## src/rtl/cdma_pkg.sv

```systemverilog
// Shared types and defaults for the CDMA frame synchroniser: FSM states,
// FIFO entry layout and the default parameter values.
package cdma_pkg;

  typedef enum logic {
    HUNT    = 1'b0,
    PAYLOAD = 1'b1
  } state_e;

  localparam logic [7:0] DEF_SYNC_WORD     = 8'hA5;
  localparam int         DEF_FIFO_DEPTH    = 4;
  localparam int         DEF_PAYLOAD_BYTES = 4;

  typedef struct packed {
    logic       last;
    logic [7:0] data;
  } fifo_entry_t;

endpackage

```

## src/rtl/cdma_frame_sync_if.sv

```systemverilog
// Bit-stream input, byte-stream output and status signals of cdma_frame_sync.
// Output stream: a byte transfers on every cycle where out_valid && out_ready;
// out_data/out_last stay stable while out_valid is high and out_ready is low.
interface cdma_frame_sync_if;
  import cdma_pkg::*;

  logic       bit_in;
  logic       bit_valid;
  logic [7:0] out_data;
  logic       out_last;
  logic       out_valid;
  logic       out_ready;
  logic       in_sync;
  logic       sync_pulse;
  logic       overflow;
  logic [7:0] frame_count;
  state_e     state_dbg;

  modport master (
    output bit_in, bit_valid, out_ready,
    input  out_data, out_last, out_valid, in_sync, sync_pulse, overflow,
           frame_count, state_dbg
  );

  modport slave (
    input  bit_in, bit_valid, out_ready,
    output out_data, out_last, out_valid, in_sync, sync_pulse, overflow,
           frame_count, state_dbg
  );
endinterface

```

## src/rtl/cdma_byte_fifo.sv

```systemverilog
// Small output FIFO of {last, byte} entries. A push into a full FIFO is
// accepted only if a pop happens in the same cycle; otherwise it is dropped.
module cdma_byte_fifo
  import cdma_pkg::*;
#(
  parameter int DEPTH = DEF_FIFO_DEPTH
) (
  input  logic        clk,
  input  logic        rst,
  input  logic        push,
  input  fifo_entry_t din,
  input  logic        pop,
  output fifo_entry_t dout,
  output logic        full,
  output logic        empty,
  output logic        drop
);
  localparam int AW = $clog2(DEPTH);
  localparam logic [AW:0]   FULL_CNT = (AW+1)'(DEPTH);
  localparam logic [AW:0]   CNT_ONE  = (AW+1)'(1);
  localparam logic [AW-1:0] PTR_ONE  = AW'(1);

  fifo_entry_t   mem_q [DEPTH];
  fifo_entry_t   mem_d [DEPTH];
  logic [AW-1:0] wr_ptr_q, wr_ptr_d, rd_ptr_q, rd_ptr_d;
  logic [AW:0]   count_q, count_d;
  logic          push_ok, pop_ok;

  always_comb begin
    full    = (count_q == FULL_CNT);
    empty   = (count_q == '0);
    pop_ok  = pop && !empty;
    push_ok = push && (!full || pop);
    drop    = push && full && !pop;

    mem_d    = mem_q;
    wr_ptr_d = wr_ptr_q;
    rd_ptr_d = rd_ptr_q;
    count_d  = count_q;
    if (push_ok) begin
      mem_d[wr_ptr_q] = din;
      wr_ptr_d        = wr_ptr_q + PTR_ONE;
    end
    if (pop_ok) rd_ptr_d = rd_ptr_q + PTR_ONE;
    if (push_ok && !pop_ok)      count_d = count_q + CNT_ONE;
    else if (!push_ok && pop_ok) count_d = count_q - CNT_ONE;

    // Head is forced to zero when empty so stale entries never show.
    dout = empty ? '0 : mem_q[rd_ptr_q];
  end

  always_ff @(posedge clk or posedge rst) begin
    if (rst) begin
      for (int i = 0; i < DEPTH; i++) mem_q[i] <= '0;
      wr_ptr_q <= '0;
      rd_ptr_q <= '0;
      count_q  <= '0;
    end else begin
      mem_q    <= mem_d;
      wr_ptr_q <= wr_ptr_d;
      rd_ptr_q <= rd_ptr_d;
      count_q  <= count_d;
    end
  end
endmodule

```

## src/rtl/cdma_frame_sync.sv

```systemverilog
// Frame synchroniser: hunts for SYNC_WORD in the despread bit stream, then
// packs the following PAYLOAD_BYTES bytes MSB-first into the output FIFO.
module cdma_frame_sync
  import cdma_pkg::*;
#(
  parameter logic [7:0] SYNC_WORD     = DEF_SYNC_WORD,
  parameter int         PAYLOAD_BYTES = DEF_PAYLOAD_BYTES,
  parameter int         FIFO_DEPTH    = DEF_FIFO_DEPTH
) (
  input logic               clk,
  input logic               rst,
  cdma_frame_sync_if.slave  bus
);
  localparam logic [7:0] LAST_IDX = 8'(PAYLOAD_BYTES - 1);

  state_e      state_q, state_d;
  logic [7:0]  sreg_q, sreg_d;
  logic [2:0]  bit_cnt_q, bit_cnt_d;
  logic [7:0]  byte_cnt_q, byte_cnt_d;
  logic        sync_pulse_q, sync_pulse_d;
  logic        overflow_q, overflow_d;
  logic [7:0]  frame_count_q, frame_count_d;
  logic [7:0]  shifted;
  logic        push, fifo_full, fifo_empty, fifo_drop;
  fifo_entry_t push_entry, head;

  always_comb begin
    state_d       = state_q;
    sreg_d        = sreg_q;
    bit_cnt_d     = bit_cnt_q;
    byte_cnt_d    = byte_cnt_q;
    sync_pulse_d  = 1'b0;
    frame_count_d = frame_count_q;
    push          = 1'b0;
    push_entry    = '0;
    shifted       = {sreg_q[6:0], bus.bit_in};

    if (bus.bit_valid) begin
      sreg_d = shifted;
      case (state_q)
        HUNT: begin
          if (shifted == SYNC_WORD) begin
            state_d      = PAYLOAD;
            sync_pulse_d = 1'b1;
            bit_cnt_d    = '0;
            byte_cnt_d   = '0;
          end
        end
        PAYLOAD: begin
          bit_cnt_d = bit_cnt_q + 3'd1;
          if (bit_cnt_q == 3'd7) begin
            push            = 1'b1;
            push_entry.data = shifted;
            push_entry.last = (byte_cnt_q == LAST_IDX);
            byte_cnt_d      = byte_cnt_q + 8'd1;
            if (push_entry.last) begin
              // Clearing sreg keeps payload bits out of the next hunt.
              state_d       = HUNT;
              sreg_d        = '0;
              frame_count_d = frame_count_q + 8'd1;
            end
          end
        end
        default: state_d = HUNT;
      endcase
    end

    overflow_d = overflow_q | fifo_drop;
  end

  always_ff @(posedge clk or posedge rst) begin
    if (rst) begin
      state_q       <= HUNT;
      sreg_q        <= '0;
      bit_cnt_q     <= '0;
      byte_cnt_q    <= '0;
      sync_pulse_q  <= 1'b0;
      overflow_q    <= 1'b0;
      frame_count_q <= '0;
    end else begin
      state_q       <= state_d;
      sreg_q        <= sreg_d;
      bit_cnt_q     <= bit_cnt_d;
      byte_cnt_q    <= byte_cnt_d;
      sync_pulse_q  <= sync_pulse_d;
      overflow_q    <= overflow_d;
      frame_count_q <= frame_count_d;
    end
  end

  cdma_byte_fifo #(.DEPTH(FIFO_DEPTH)) u_fifo (
    .clk   (clk),
    .rst   (rst),
    .push  (push),
    .din   (push_entry),
    .pop   (bus.out_ready),
    .dout  (head),
    .full  (fifo_full),
    .empty (fifo_empty),
    .drop  (fifo_drop)
  );

  assign bus.out_data    = head.data;
  assign bus.out_last    = head.last;
  assign bus.out_valid   = !fifo_empty;
  assign bus.in_sync     = (state_q == PAYLOAD);
  assign bus.sync_pulse  = sync_pulse_q;
  assign bus.overflow    = overflow_q;
  assign bus.frame_count = frame_count_q;
  assign bus.state_dbg   = state_q;

  logic unused_full;
  assign unused_full = fifo_full;
endmodule

```

## src/flat_wrapper.sv

```systemverilog
// flat-port wrapper written by rule: the top's interface ports become plain ports
module cdma_frame_sync_flat import cdma_pkg::*;
#(
  parameter logic [7:0] SYNC_WORD     = DEF_SYNC_WORD,
  parameter int         PAYLOAD_BYTES = DEF_PAYLOAD_BYTES,
  parameter int         FIFO_DEPTH    = DEF_FIFO_DEPTH
)
  (clk, rst, bus_bit_in, bus_bit_valid, bus_out_ready, bus_out_data, bus_out_last, bus_out_valid, bus_in_sync, bus_sync_pulse, bus_overflow, bus_frame_count, bus_state_dbg);
  cdma_frame_sync_if bus_i ();
  input logic clk;
  input logic rst;
  input wire logic [$bits(bus_i.bit_in)-1:0] bus_bit_in;
  input wire logic [$bits(bus_i.bit_valid)-1:0] bus_bit_valid;
  input wire logic [$bits(bus_i.out_ready)-1:0] bus_out_ready;
  output wire logic [$bits(bus_i.out_data)-1:0] bus_out_data;
  output wire logic [$bits(bus_i.out_last)-1:0] bus_out_last;
  output wire logic [$bits(bus_i.out_valid)-1:0] bus_out_valid;
  output wire logic [$bits(bus_i.in_sync)-1:0] bus_in_sync;
  output wire logic [$bits(bus_i.sync_pulse)-1:0] bus_sync_pulse;
  output wire logic [$bits(bus_i.overflow)-1:0] bus_overflow;
  output wire logic [$bits(bus_i.frame_count)-1:0] bus_frame_count;
  output wire logic [$bits(bus_i.state_dbg)-1:0] bus_state_dbg;
  assign bus_i.bit_in = bus_bit_in;
  assign bus_i.bit_valid = bus_bit_valid;
  assign bus_i.out_ready = bus_out_ready;
  assign bus_out_data = bus_i.out_data;
  assign bus_out_last = bus_i.out_last;
  assign bus_out_valid = bus_i.out_valid;
  assign bus_in_sync = bus_i.in_sync;
  assign bus_sync_pulse = bus_i.sync_pulse;
  assign bus_overflow = bus_i.overflow;
  assign bus_frame_count = bus_i.frame_count;
  assign bus_state_dbg = bus_i.state_dbg;
  cdma_frame_sync #(.SYNC_WORD(SYNC_WORD), .PAYLOAD_BYTES(PAYLOAD_BYTES), .FIFO_DEPTH(FIFO_DEPTH)) u_core (.clk(clk), .rst(rst), .bus(bus_i));
endmodule
```

## config.mk

```make
export PLATFORM = sky130hd
export DESIGN_NAME = cdma_frame_sync_flat
export DESIGN_NICKNAME = d
export VERILOG_FILES = /design/src/rtl/cdma_pkg.sv /design/src/rtl/cdma_frame_sync_if.sv /design/src/rtl/cdma_byte_fifo.sv /design/src/rtl/cdma_frame_sync.sv /design/src/flat_wrapper.sv
export SDC_FILE = /design/constraint.sdc
export NUM_CORES = 1
export LEC_CHECK = 0
export ABC_AREA = 1
export CAP_MARGIN = 20
export CORE_MARGIN = 2
export CORE_UTILIZATION = 50
export CTS_BUF_LIST = sky130_fd_sc_hd__clkbuf_16
export CTS_CLUSTER_SIZE = 14
export DETAILED_ROUTE_END_ITERATION = 16
export PLACE_DENSITY = 0.8
export SLEW_MARGIN = 10
export SYNTH_ARGS = -nofsm -noshare
export SYNTH_HDL_FRONTEND = slang
export SYNTH_SLANG_ARGS = --single-unit
```

## constraint.sdc

```tcl
create_clock -name clk -period 3.1 [get_ports clk]
set_input_delay 0.62 -clock clk [delete_from_list [all_inputs] [get_ports clk]]
set_output_delay 0.62 -clock clk [all_outputs]
set_load 0.1 [all_outputs]
```

==> results.cfg <==
[run_status]
outcome = finished clean

[logic_synthesis]
syn_area_per_cell_sq_um = 8.02
synth_warnings = 0
postSynthCellCount = 445
synth_nets = 460
netlist.area_leader.share_pct = 50.5
seq_area_frac_synth_pct = 50.5
synth-main-ff-cell = dfrtp_1
synth_cell_type_count = 28
ys_async_sr_fraction_pct = 100
synth_most_common_cell = nand2_1
synth-edff-count = 0
synth_area_leaders = dfrtp_1 (50%), nand2_1 (15%), o21ai_0 (6.3%)
synth_seq_cells = 72
synth_top_area_cell = dfrtp_1
syn_area_sq_mm = 0.00357
netlist_top_cells_count = nand2_1 (144), dfrtp_1 (72), inv_1 (48)

[detailed_routing]
route.antenna.remaining_nets = 0
drcViolationCount = 0
drtIter0Drc = 176
first_pass_iters = 5
routed-via-count = 2930
totalWireLength_um = 7720
via_per_inst = 5.07
wl_per_cell_um = 13.4

[floorplan]
die_area_sq_mm = 0.00783
std_cell_rows = 30
dieWidth_um = 88.5
io_pins = 27
initial_core_util_pct = 52.0
die_y_um = 88.5
core_sq_mm = 0.00687

[timing]
fmax_mhz = 382
tightest_slew_ns = 0.734
relSlewSlack_pct = 51.0
finalSetupTns_ns = 0
setup_ws_ns = 0.479
hold_viol = 0
setup_viol = 0
rsz0062_at_grt = false
post-route-min-period_ns = 2.62
fin_crit_sh_pct = 84.5
finalClockSkew_ns = 0.00582
slew_viol_final = 0
hold_ws_ns = 0.467

[grt]
globalRouteMet3Util_pct = 5.41
global_route.peak_usage_layer = met2
grt_max_degree = 36
grt_pass1_vias = 2811
grt_pass1_wl_um = 13200
antenna_found_initial = 0
overflow = 0
grt_use_met1_pct = 29.0
met2_usage_pct = 36.6
grt_use_total_pct = 21.9

[placement]
portBuffers = 26
dp_cells = 562
pre_cts_ws_ns = 0.365
place_congestion = 0.832
dp_hpwl_um = 5270

[clock_network]
cts_hold_buf = 0
path_clk_slew_ns = 0.06
h-tree-depth = 3
clock_path_buffers = 2
cts.sinks = 72
cts_made_buffers = 9
cts_resized = 0
clock_latency_ns = 0.33
post_cts_buffers = 0
cts_tree = yes
cts_root_buf = clkbuf_16

[layout]
drive_gt1_share_pct = 12.7
stdcell_count = 578
syn2layout_area_growth_pct = 19.3
register_area_sq_mm = 0.00180
fin_util_pct = 62.0
multi_input_comb_area_sq_mm = 0.00153
diodes = 0
fillCellCount = 584
finalNetCount = 492

[power_and_ir_drop]
power_density_mw_per_mm2 = 1060
ir_drop_mv = 0.452
p_leak_nw = 2.20

[worst_hold_path]
min_to = u_core.u_fifo.mem_q[29]$_DFFE_PP0P_
min_path_cells = 2
hold_path.class = reg -> reg
holdCritStartpoint = u_core.u_fifo.mem_q[29]$_DFFE_PP0P_

[critical_path]
critPathLaunchType = register
ff2ff_path_depth = 13
r2r-start = u_core.bit_cnt_q[0]$_DFFE_PP0P_
r2r_end = u_core.u_fifo.count_q[2]$_DFFE_PP0P_
worstSetupEndpointType = output port
reg2reg_slack_ns = 0.81
critPathRequiredTime_ns = 2.48
worstPathArrival_ns = 2.00
startpoint = u_core.u_fifo.rd_ptr_q[1]$_DFFE_PP0P_
worstPathMaxFanout = 13
critical_path_class = reg -> out

[flow_run]
maxCapViolCount = 0
[flip-flops by register name, indices dropped and copies added, names as in the netlist]
name / flops
u_core.u_fifo.count_q: 3
u_core.bus.overflow: 1
u_core.bus.frame_count: 8
u_core.bus.sync_pulse: 1
u_core.bus.in_sync: 1
u_core.u_fifo.wr_ptr_q: 2
u_core.sreg_q: 7
u_core.u_fifo.mem_q: 36
u_core.bit_cnt_q: 3
u_core.byte_cnt_q: 8
u_core.u_fifo.rd_ptr_q: 2
[cell families (layout without fill, tap and decap cells)]
| kind of cell | after synthesis | in the layout | share of synthesized area (%) |
|---|---|---|---|
| AO/OA/AOI/OAI | 82 | 82 | 11.7 |
| XOR/XNOR | 13 | 13 | 3.19 |
| adder cells (fa/ha/maj) | 10 | 10 | 3.72 |
| buffers and inverters | 65 | 102 | 7.68 |
| flip-flops | 72 | 72 | 50.5 |
| multiplexers | 1 | 1 | 0.315 |
| AND/OR/NAND/NOR | 202 | 202 | 22.9 |
[worst max-delay path, stage by stage (launching register included)]
cell and delay, ns:
dfrtp_1 0.66, inv_1 0.27, a21oi_1 0.19, o21ai_0 0.13
a21oi_2 0.20, buf_12 0.21
[metrics by stage]
step | power (mW) | area (sq um)
global route | 4.75 | 4260
global placement | 3.55 | 4000
floorplan | 2.94 | 3600
detailed placement | 3.60 | 4000
finish | 4.50 | 4260
CTS | 4.52 | 4260
[layer usage]
| metal | up-vias | part of all wire [%] |
|---|---|---|
| met5 | - | 0 |
| met4 | 0 | 1.1 |
| met3 | 11 | 4.4 |
| met2 | 78 | 49 |
| met1 | 1369 | 45 |
| li1 | 1472 | - |
[power by group]
group          switching [mW]  internal [mW]  total (mW)
sequential              0.193           1.21        1.40
combinational            1.49          0.697        2.19
clock                   0.381          0.531       0.911
[worst max-delay path by stage]
stage | endpoint | slack [ns] | depth (start not counted)
2_1_floorplan | bus_out_data[0] | -0.20 | 4
3_3_place_gp | u_core.u_fifo.count_q[2]$_DFFE_PP0P_ | 0.42 | 12
3_5_place_dp | u_core.u_fifo.count_q[2]$_DFFE_PP0P_ | 0.37 | 12
4_1_cts | bus_out_data[2] | 0.49 | 5
5_1_grt | bus_out_data[6] | 0.35 | 5
6_report | bus_out_data[2] | 0.48 | 5
[layout by cell type (no fill, tap or decap), types with 3 or more instances in the layout]
cell type,instances
nor3_1,4
buf_4,21
xnor2_1,3
clkdlybuf4s50_1,4
ha_1,9
clkinv_1,5
xor2_1,10
o21ai_0,45
inv_1,47
o21ai_1,4
clkbuf_16,9
nand2_1,144
a21oi_1,21
dfrtp_1,72
nor2_1,33
clkinvlp_4,3
nand2_4,3
inv_2,4
a21oi_2,9
nand3_1,14
buf_12,7
[area by class of cell]
class,instances,share of cell area [%]
Sequential cell,72,42.3
Multi-Input combinational cell,308,35.9
Timing Repair Buffer,32,7.93
Clock buffer,9,5.29
Inverter,54,4.88
Tap cell,96,2.82
Clock inverter,7,0.911
Note: power is estimated with default switching activity, not from simulation.
